[config.mk]
export PLATFORM = sky130hd
export DESIGN_NAME = spi_bus_arbiter
export DESIGN_NICKNAME = d
export VERILOG_FILES = /design/src/rtl/spi_bus_arbiter.sv
export SDC_FILE = /design/constraint.sdc
export NUM_CORES = 1
export LEC_CHECK = 0
export CAP_MARGIN = 20
export CORE_ASPECT_RATIO = 1.25
export CORE_MARGIN = 3
export CORE_UTILIZATION = 34
export DETAILED_ROUTE_END_ITERATION = 7
export GPL_TIMING_DRIVEN = 0
export PLACE_DENSITY_LB_ADDON = 0.2
export SETUP_SLACK_MARGIN = 0.05
export SLEW_MARGIN = 20
export SYNTH_ARGS = -nofsm -noshare
export SYNTH_HDL_FRONTEND = slang
export SYNTH_SLANG_ARGS = --single-unit
export TNS_END_PERCENT = 100
[constraint.sdc]
create_clock -name clk_i -period 4.4 [get_ports clk_i]
set_input_delay 0.66 -clock clk_i [delete_from_list [all_inputs] [get_ports clk_i]]
set_output_delay 0.66 -clock clk_i [all_outputs]
set_load 0.05 [all_outputs]
[src/rtl/spi_bus_arbiter.sv]
// Round-robin arbiter that shares one SPI master core among NUM_REQ requesters.
// It latches the owner's mode and divider at grant and sequences the core one byte at a time.
module spi_bus_arbiter #(
    parameter int unsigned NUM_REQ   = 2,
    parameter int unsigned DW        = 8,
    parameter int unsigned DVSR_W    = 16,
    parameter int unsigned SETUP_CYC = 4,
    parameter int unsigned HOLD_CYC  = 4
) (
    input  logic                      clk_i,
    input  logic                      reset_i,
    input  logic [NUM_REQ-1:0]        req_i,
    input  logic [NUM_REQ-1:0]        last_i,
    input  logic [NUM_REQ*DW-1:0]     tx_data_i,
    input  logic [NUM_REQ-1:0]        cpol_i,
    input  logic [NUM_REQ-1:0]        cpha_i,
    input  logic [NUM_REQ*DVSR_W-1:0] dvsr_i,
    output logic [NUM_REQ-1:0]        grant_o,
    output logic                      byte_ack_o,
    output logic [DW-1:0]             rx_data_o,
    output logic                      rx_valid_o,
    output logic [NUM_REQ-1:0]        ss_n_o,
    output logic                      spi_start_o,
    output logic [DW-1:0]             spi_din_o,
    output logic [DVSR_W-1:0]         spi_dvsr_o,
    output logic                      spi_cpol_o,
    output logic                      spi_cpha_o,
    input  logic [DW-1:0]             spi_dout_i,
    input  logic                      spi_done_i,
    input  logic                      spi_ready_i
);

    localparam int unsigned IW   = $clog2(NUM_REQ);
    localparam int unsigned MAXC = (SETUP_CYC > HOLD_CYC) ? SETUP_CYC : HOLD_CYC;
    localparam int unsigned CW   = $clog2(MAXC + 1);

    typedef enum logic [2:0] {S_IDLE, S_SETUP, S_SEND, S_WAIT, S_HOLD} state_t;

    state_t              state_q, state_d;
    logic [IW-1:0]       idx_q, idx_d, rr_q, rr_d;
    logic [CW-1:0]       cnt_q, cnt_d;
    logic                last_q, last_d;
    logic [NUM_REQ-1:0]  grant_q, grant_d, ss_n_q, ss_n_d;
    logic                ack_q, ack_d, rx_valid_q, rx_valid_d, start_q, start_d;
    logic                cpol_q, cpol_d, cpha_q, cpha_d;
    logic [DW-1:0]       rx_data_q, rx_data_d, din_q, din_d;
    logic [DVSR_W-1:0]   dvsr_q, dvsr_d;

    logic                hi_found, lo_found;
    logic [IW-1:0]       hi_idx, lo_idx, pick;

    // First requester at or above rr_q wins; otherwise wrap to the lowest requester.
    always_comb begin
        hi_found = 1'b0;
        lo_found = 1'b0;
        hi_idx   = '0;
        lo_idx   = '0;
        for (int unsigned i = 0; i < NUM_REQ; i++) begin
            if (req_i[i] && !hi_found && (IW'(i) >= rr_q)) begin
                hi_found = 1'b1;
                hi_idx   = IW'(i);
            end
            if (req_i[i] && !lo_found) begin
                lo_found = 1'b1;
                lo_idx   = IW'(i);
            end
        end
        pick = hi_found ? hi_idx : lo_idx;
    end

    always_comb begin
        state_d    = state_q;
        idx_d      = idx_q;
        rr_d       = rr_q;
        cnt_d      = cnt_q;
        last_d     = last_q;
        grant_d    = grant_q;
        ss_n_d     = ss_n_q;
        ack_d      = 1'b0;
        rx_valid_d = 1'b0;
        start_d    = 1'b0;
        cpol_d     = cpol_q;
        cpha_d     = cpha_q;
        rx_data_d  = rx_data_q;
        din_d      = din_q;
        dvsr_d     = dvsr_q;
        case (state_q)
            S_IDLE: begin
                if (lo_found) begin
                    idx_d   = pick;
                    grant_d = NUM_REQ'(1) << pick;
                    ss_n_d  = ~(NUM_REQ'(1) << pick);
                    cpol_d  = cpol_i[pick];
                    cpha_d  = cpha_i[pick];
                    dvsr_d  = dvsr_i[pick*DVSR_W +: DVSR_W];
                    cnt_d   = '0;
                    state_d = S_SETUP;
                end
            end
            S_SETUP: begin
                if (cnt_q == CW'(SETUP_CYC - 1)) begin
                    cnt_d   = '0;
                    state_d = S_SEND;
                end else begin
                    cnt_d = cnt_q + 1'b1;
                end
            end
            S_SEND: begin
                if (spi_ready_i) begin
                    start_d = 1'b1;
                    ack_d   = 1'b1;
                    din_d   = tx_data_i[idx_q*DW +: DW];
                    last_d  = last_i[idx_q];
                    state_d = S_WAIT;
                end
            end
            S_WAIT: begin
                if (spi_done_i) begin
                    rx_data_d  = spi_dout_i;
                    rx_valid_d = 1'b1;
                    cnt_d      = '0;
                    state_d    = last_q ? S_HOLD : S_SEND;
                end
            end
            S_HOLD: begin
                if (cnt_q == CW'(HOLD_CYC - 1)) begin
                    ss_n_d  = '1;
                    grant_d = '0;
                    rr_d    = (idx_q == IW'(NUM_REQ - 1)) ? '0 : idx_q + 1'b1;
                    state_d = S_IDLE;
                end else begin
                    cnt_d = cnt_q + 1'b1;
                end
            end
            default: state_d = S_IDLE;
        endcase
    end

    always_ff @(posedge clk_i) begin
        if (reset_i) begin
            state_q    <= S_IDLE;
            idx_q      <= '0;
            rr_q       <= '0;
            cnt_q      <= '0;
            last_q     <= 1'b0;
            grant_q    <= '0;
            ss_n_q     <= '1;
            ack_q      <= 1'b0;
            rx_valid_q <= 1'b0;
            start_q    <= 1'b0;
            cpol_q     <= 1'b0;
            cpha_q     <= 1'b0;
            rx_data_q  <= '0;
            din_q      <= '0;
            dvsr_q     <= '0;
        end else begin
            state_q    <= state_d;
            idx_q      <= idx_d;
            rr_q       <= rr_d;
            cnt_q      <= cnt_d;
            last_q     <= last_d;
            grant_q    <= grant_d;
            ss_n_q     <= ss_n_d;
            ack_q      <= ack_d;
            rx_valid_q <= rx_valid_d;
            start_q    <= start_d;
            cpol_q     <= cpol_d;
            cpha_q     <= cpha_d;
            rx_data_q  <= rx_data_d;
            din_q      <= din_d;
            dvsr_q     <= dvsr_d;
        end
    end

    assign grant_o     = grant_q;
    assign byte_ack_o  = ack_q;
    assign rx_data_o   = rx_data_q;
    assign rx_valid_o  = rx_valid_q;
    assign ss_n_o      = ss_n_q;
    assign spi_start_o = start_q;
    assign spi_din_o   = din_q;
    assign spi_dvsr_o  = dvsr_q;
    assign spi_cpol_o  = cpol_q;
    assign spi_cpha_o  = cpha_q;

endmodule

==> results.md <==
* Via count at 2127
* Crit path launch: spi_start_o$_SDFF_PP0_
* Synth async-reset ratio at 0%
* Critical Path RT at 3.74 ns
* CP Max Fanout at 2
* RD Place Congestion at 0.818
* PortBufs at 107
* CP Launch Type: register
* Mean Syn Cell Area at 9.03 um^2
* Post-synthesis mux area share at 12.7%
* Vias per Instance at 4.80
* Setup Fix Bufs, Post-CTS at 0
* H-tree depth at 2
* Relative slew slack at 53.4%
* Max VDD drop at 0.433 mV
* Synth cell types at 37
* I/O pin count at 109
* Area delta synth->final at 57.6%
* Die width at 78.0 um
* Final wirelength at 5.90 mm
* Crit path arrival time at 1.52 ns
* Fin. max-slew vios at 0
* Final Cycle Share at 49.5%
* Pre-antenna DRT Iters at 4
* Critical path class: register to output pin
* Min Tclk post-route at 2.18 ns
* Vias in the first global route at 2159
* Resize count post-CTS at 0
* Final Hold Viols at 0
* Ys Warns at 0
* Grt total ovfl at 0
* Hold Slack at 0.462 ns
* Simple-gate share of the synthesized area at 17.3%
* Most used DFF post-synth: dfxtp_1
* DRT iter0 DRCs at 93
* Post-synthesis cell count at 244
* Row cnt at 32
* CTS sink cnt at 49
* Hold path start: rx_data_o[5]$_SDFFE_PP0P_
* Largest family of logic cells by synthesized area: compound AO/OA/AOI/OAI gates
* Slew of the pin with the lowest slew margin at 0.700 ns
* Yosys reg bits at 49
* Global-route wire length before repair at 9.81 mm
* Status: complete, no violations
* MaxCap Viol Count at 0
* Slowest cell delay on critical path at 0.78 ns
* Synth Area in Compound Gates at 17.5%
* Hold_buf cts at 0
* Leakage at 1.35 nW
* Die Area at 7480 um^2
* R2R Path Start: state_q[0]$_SDFFE_PP0P_
* Post-synth EDFFs at 0
* Final setup vio count at 0
* Most frequent cells in the layout: clkdlybuf4s50_1, dfxtp_1, nor2_1, mux2i_1, a211oi_1
* Fmax at 459 MHz
* Worst clock skew at 0.00434 ns
* Setup TNS at 0 ns
* Worst hold path type: register to register
* Mapped Area at 2200 um^2
* CTS Buffer Depth at 2
* Largest delay contributor family on the critical path: buffers and inverters
* CTS clk-pin slew, worst paths at 0.09 ns
* Syn Nets at 315
* Share of cells above drive strength 1 at 6.42%
* Post-Synth XOR/XNOR Area at 0.398%
* Starting density of the core at 35.3%
* RSZ-0062 raised after global routing: no
* Clock Root Buffer: clkbuf_8
* Largest net degree at the start of global routing at 15
* Worst path cell trace: buf_4 > clkdlybuf4s50_1
* CTS tree: done
* Final ANT Viol Nets at 0
* Total GRT Usage at 16.3%
* Worst path slowest cell: clkdlybuf4s50_1
* WL/cell at 13.3 um
* Critical path capture point type: output pin
* Core ar. at 6250 um^2
* Sequential area share after synthesis at 44.5%
* Initial antenna violation count at 0
* Hpwl dp at 4.50 mm
* Nets at 429
* Total CTS buffers at 5
* Die H at 96.0 um
* Drt drc at 0
* Most common cell after layout, fill and taps aside: clkdlybuf4s50_1
* Bufs and invs on worst path at 2
* Antenna diodes at 0
* P per Cell Area at 527 nW/um^2
* Latest clock arrival within the worst-skew pair at 0.30 ns
* Adder-cell area share of the yosys netlist at 1.70%
-- flip-flops by register name (all words and copies together), names as in the netlist --
register     cells
rx_valid_o       1
spi_din_o        8
spi_dvsr_o      16
rr_q             1
cnt_q            3
rx_data_o        8
spi_cpol_o       1
last_q           1
spi_cpha_o       1
state_q          3
grant_o          2
spi_start_o      1
ss_n_o           2
idx_q            1
-- cells by family (layout without fill, tap and decap cells) --
family	count (synthesis)	in the layout
multiplexers	28	28
buffers and inverters	25	139
adder cells (fa/ha/maj)	3	3
AND/OR/NAND/NOR	82	82
XOR/XNOR	1	1
flip-flops	49	49
AO/OA/AOI/OAI	56	56
-- routing by layer --
metal / GRT usage [%] / vias to the layer above / wire length [um]
met1: 17.7 / 956 / 2330
met4: 6.56 / 0 / 113
li1: - / 1096 / -
met3: 6.37 / 8 / 487
met5: 0 / - / 0
met2: 28.5 / 67 / 2970
-- worst register-to-register path, cell delays in order, from the launching register on --
cell	delay, ns
dfxtp_1	0.41
buf_2	0.24
xor2_1	0.11
a31oi_1	0.42
nand4_1	0.17
a21oi_1	0.18
-- where the power goes --
| group | internal, W | leakage, nW | switching [W] |
|---|---|---|---|
| clock network | 0.000124 | 0.0433 | 0.000147 |
| registers | 0.000549 | 0.402 | 0.0000581 |
| logic | 0.000356 | 0.904 | 0.000596 |
-- final timing paths --
check	endpoint	slack, ns	cells past startpoint
setup / recovery	spi_start_o	2.22	2
hold / removal	rx_data_o[5]$_SDFFE_PP0P_	0.46	2
setup reg to reg	state_q[1]$_SDFFE_PP0P_	2.80	5
hold reg to reg	rx_data_o[5]$_SDFFE_PP0P_	0.46	2
-- synthesized netlist by cell type (all sizes together) (4+ instances only) --
library cell	count	area (um^2)
dfxtp	49	981
nor2	35	131
a211oi	29	223
mux2i	28	280
nand2	20	75.1
buf	15	91.3
a21oi	13	68.8
inv	6	22.5
nand3	6	30.0
nor3	6	35.0
clkbuf	4	15.0
o21ai	4	20.0
-- metrics by stage --
stage	setup slack [ns]	utilization (%)	cells	power, W	cell area (um^2)
floorplan	2.72	-	244	0.00126	2200
global placement	2.14	54.1	436	0.00156	3380
detailed placement	2.12	54.1	436	0.00157	3380
CTS	2.20	55.5	443	0.00185	3470
global route	2.17	55.5	443	0.00194	3470
finish	2.22	55.5	443	0.00183	3470
-- area by class of cell --
type                    instances  area [um^2]
fillers                       603         2780
multi-input cells             170         1090
repair buffers                107         1070
flip-flops and latches         49          981
plain buffers                  19          106
well taps                      85          106
clock buffers                   6         82.6
inverters                       6         22.5
clock inverters                 1         7.51
Note: power is estimated with default switching activity, not from simulation.
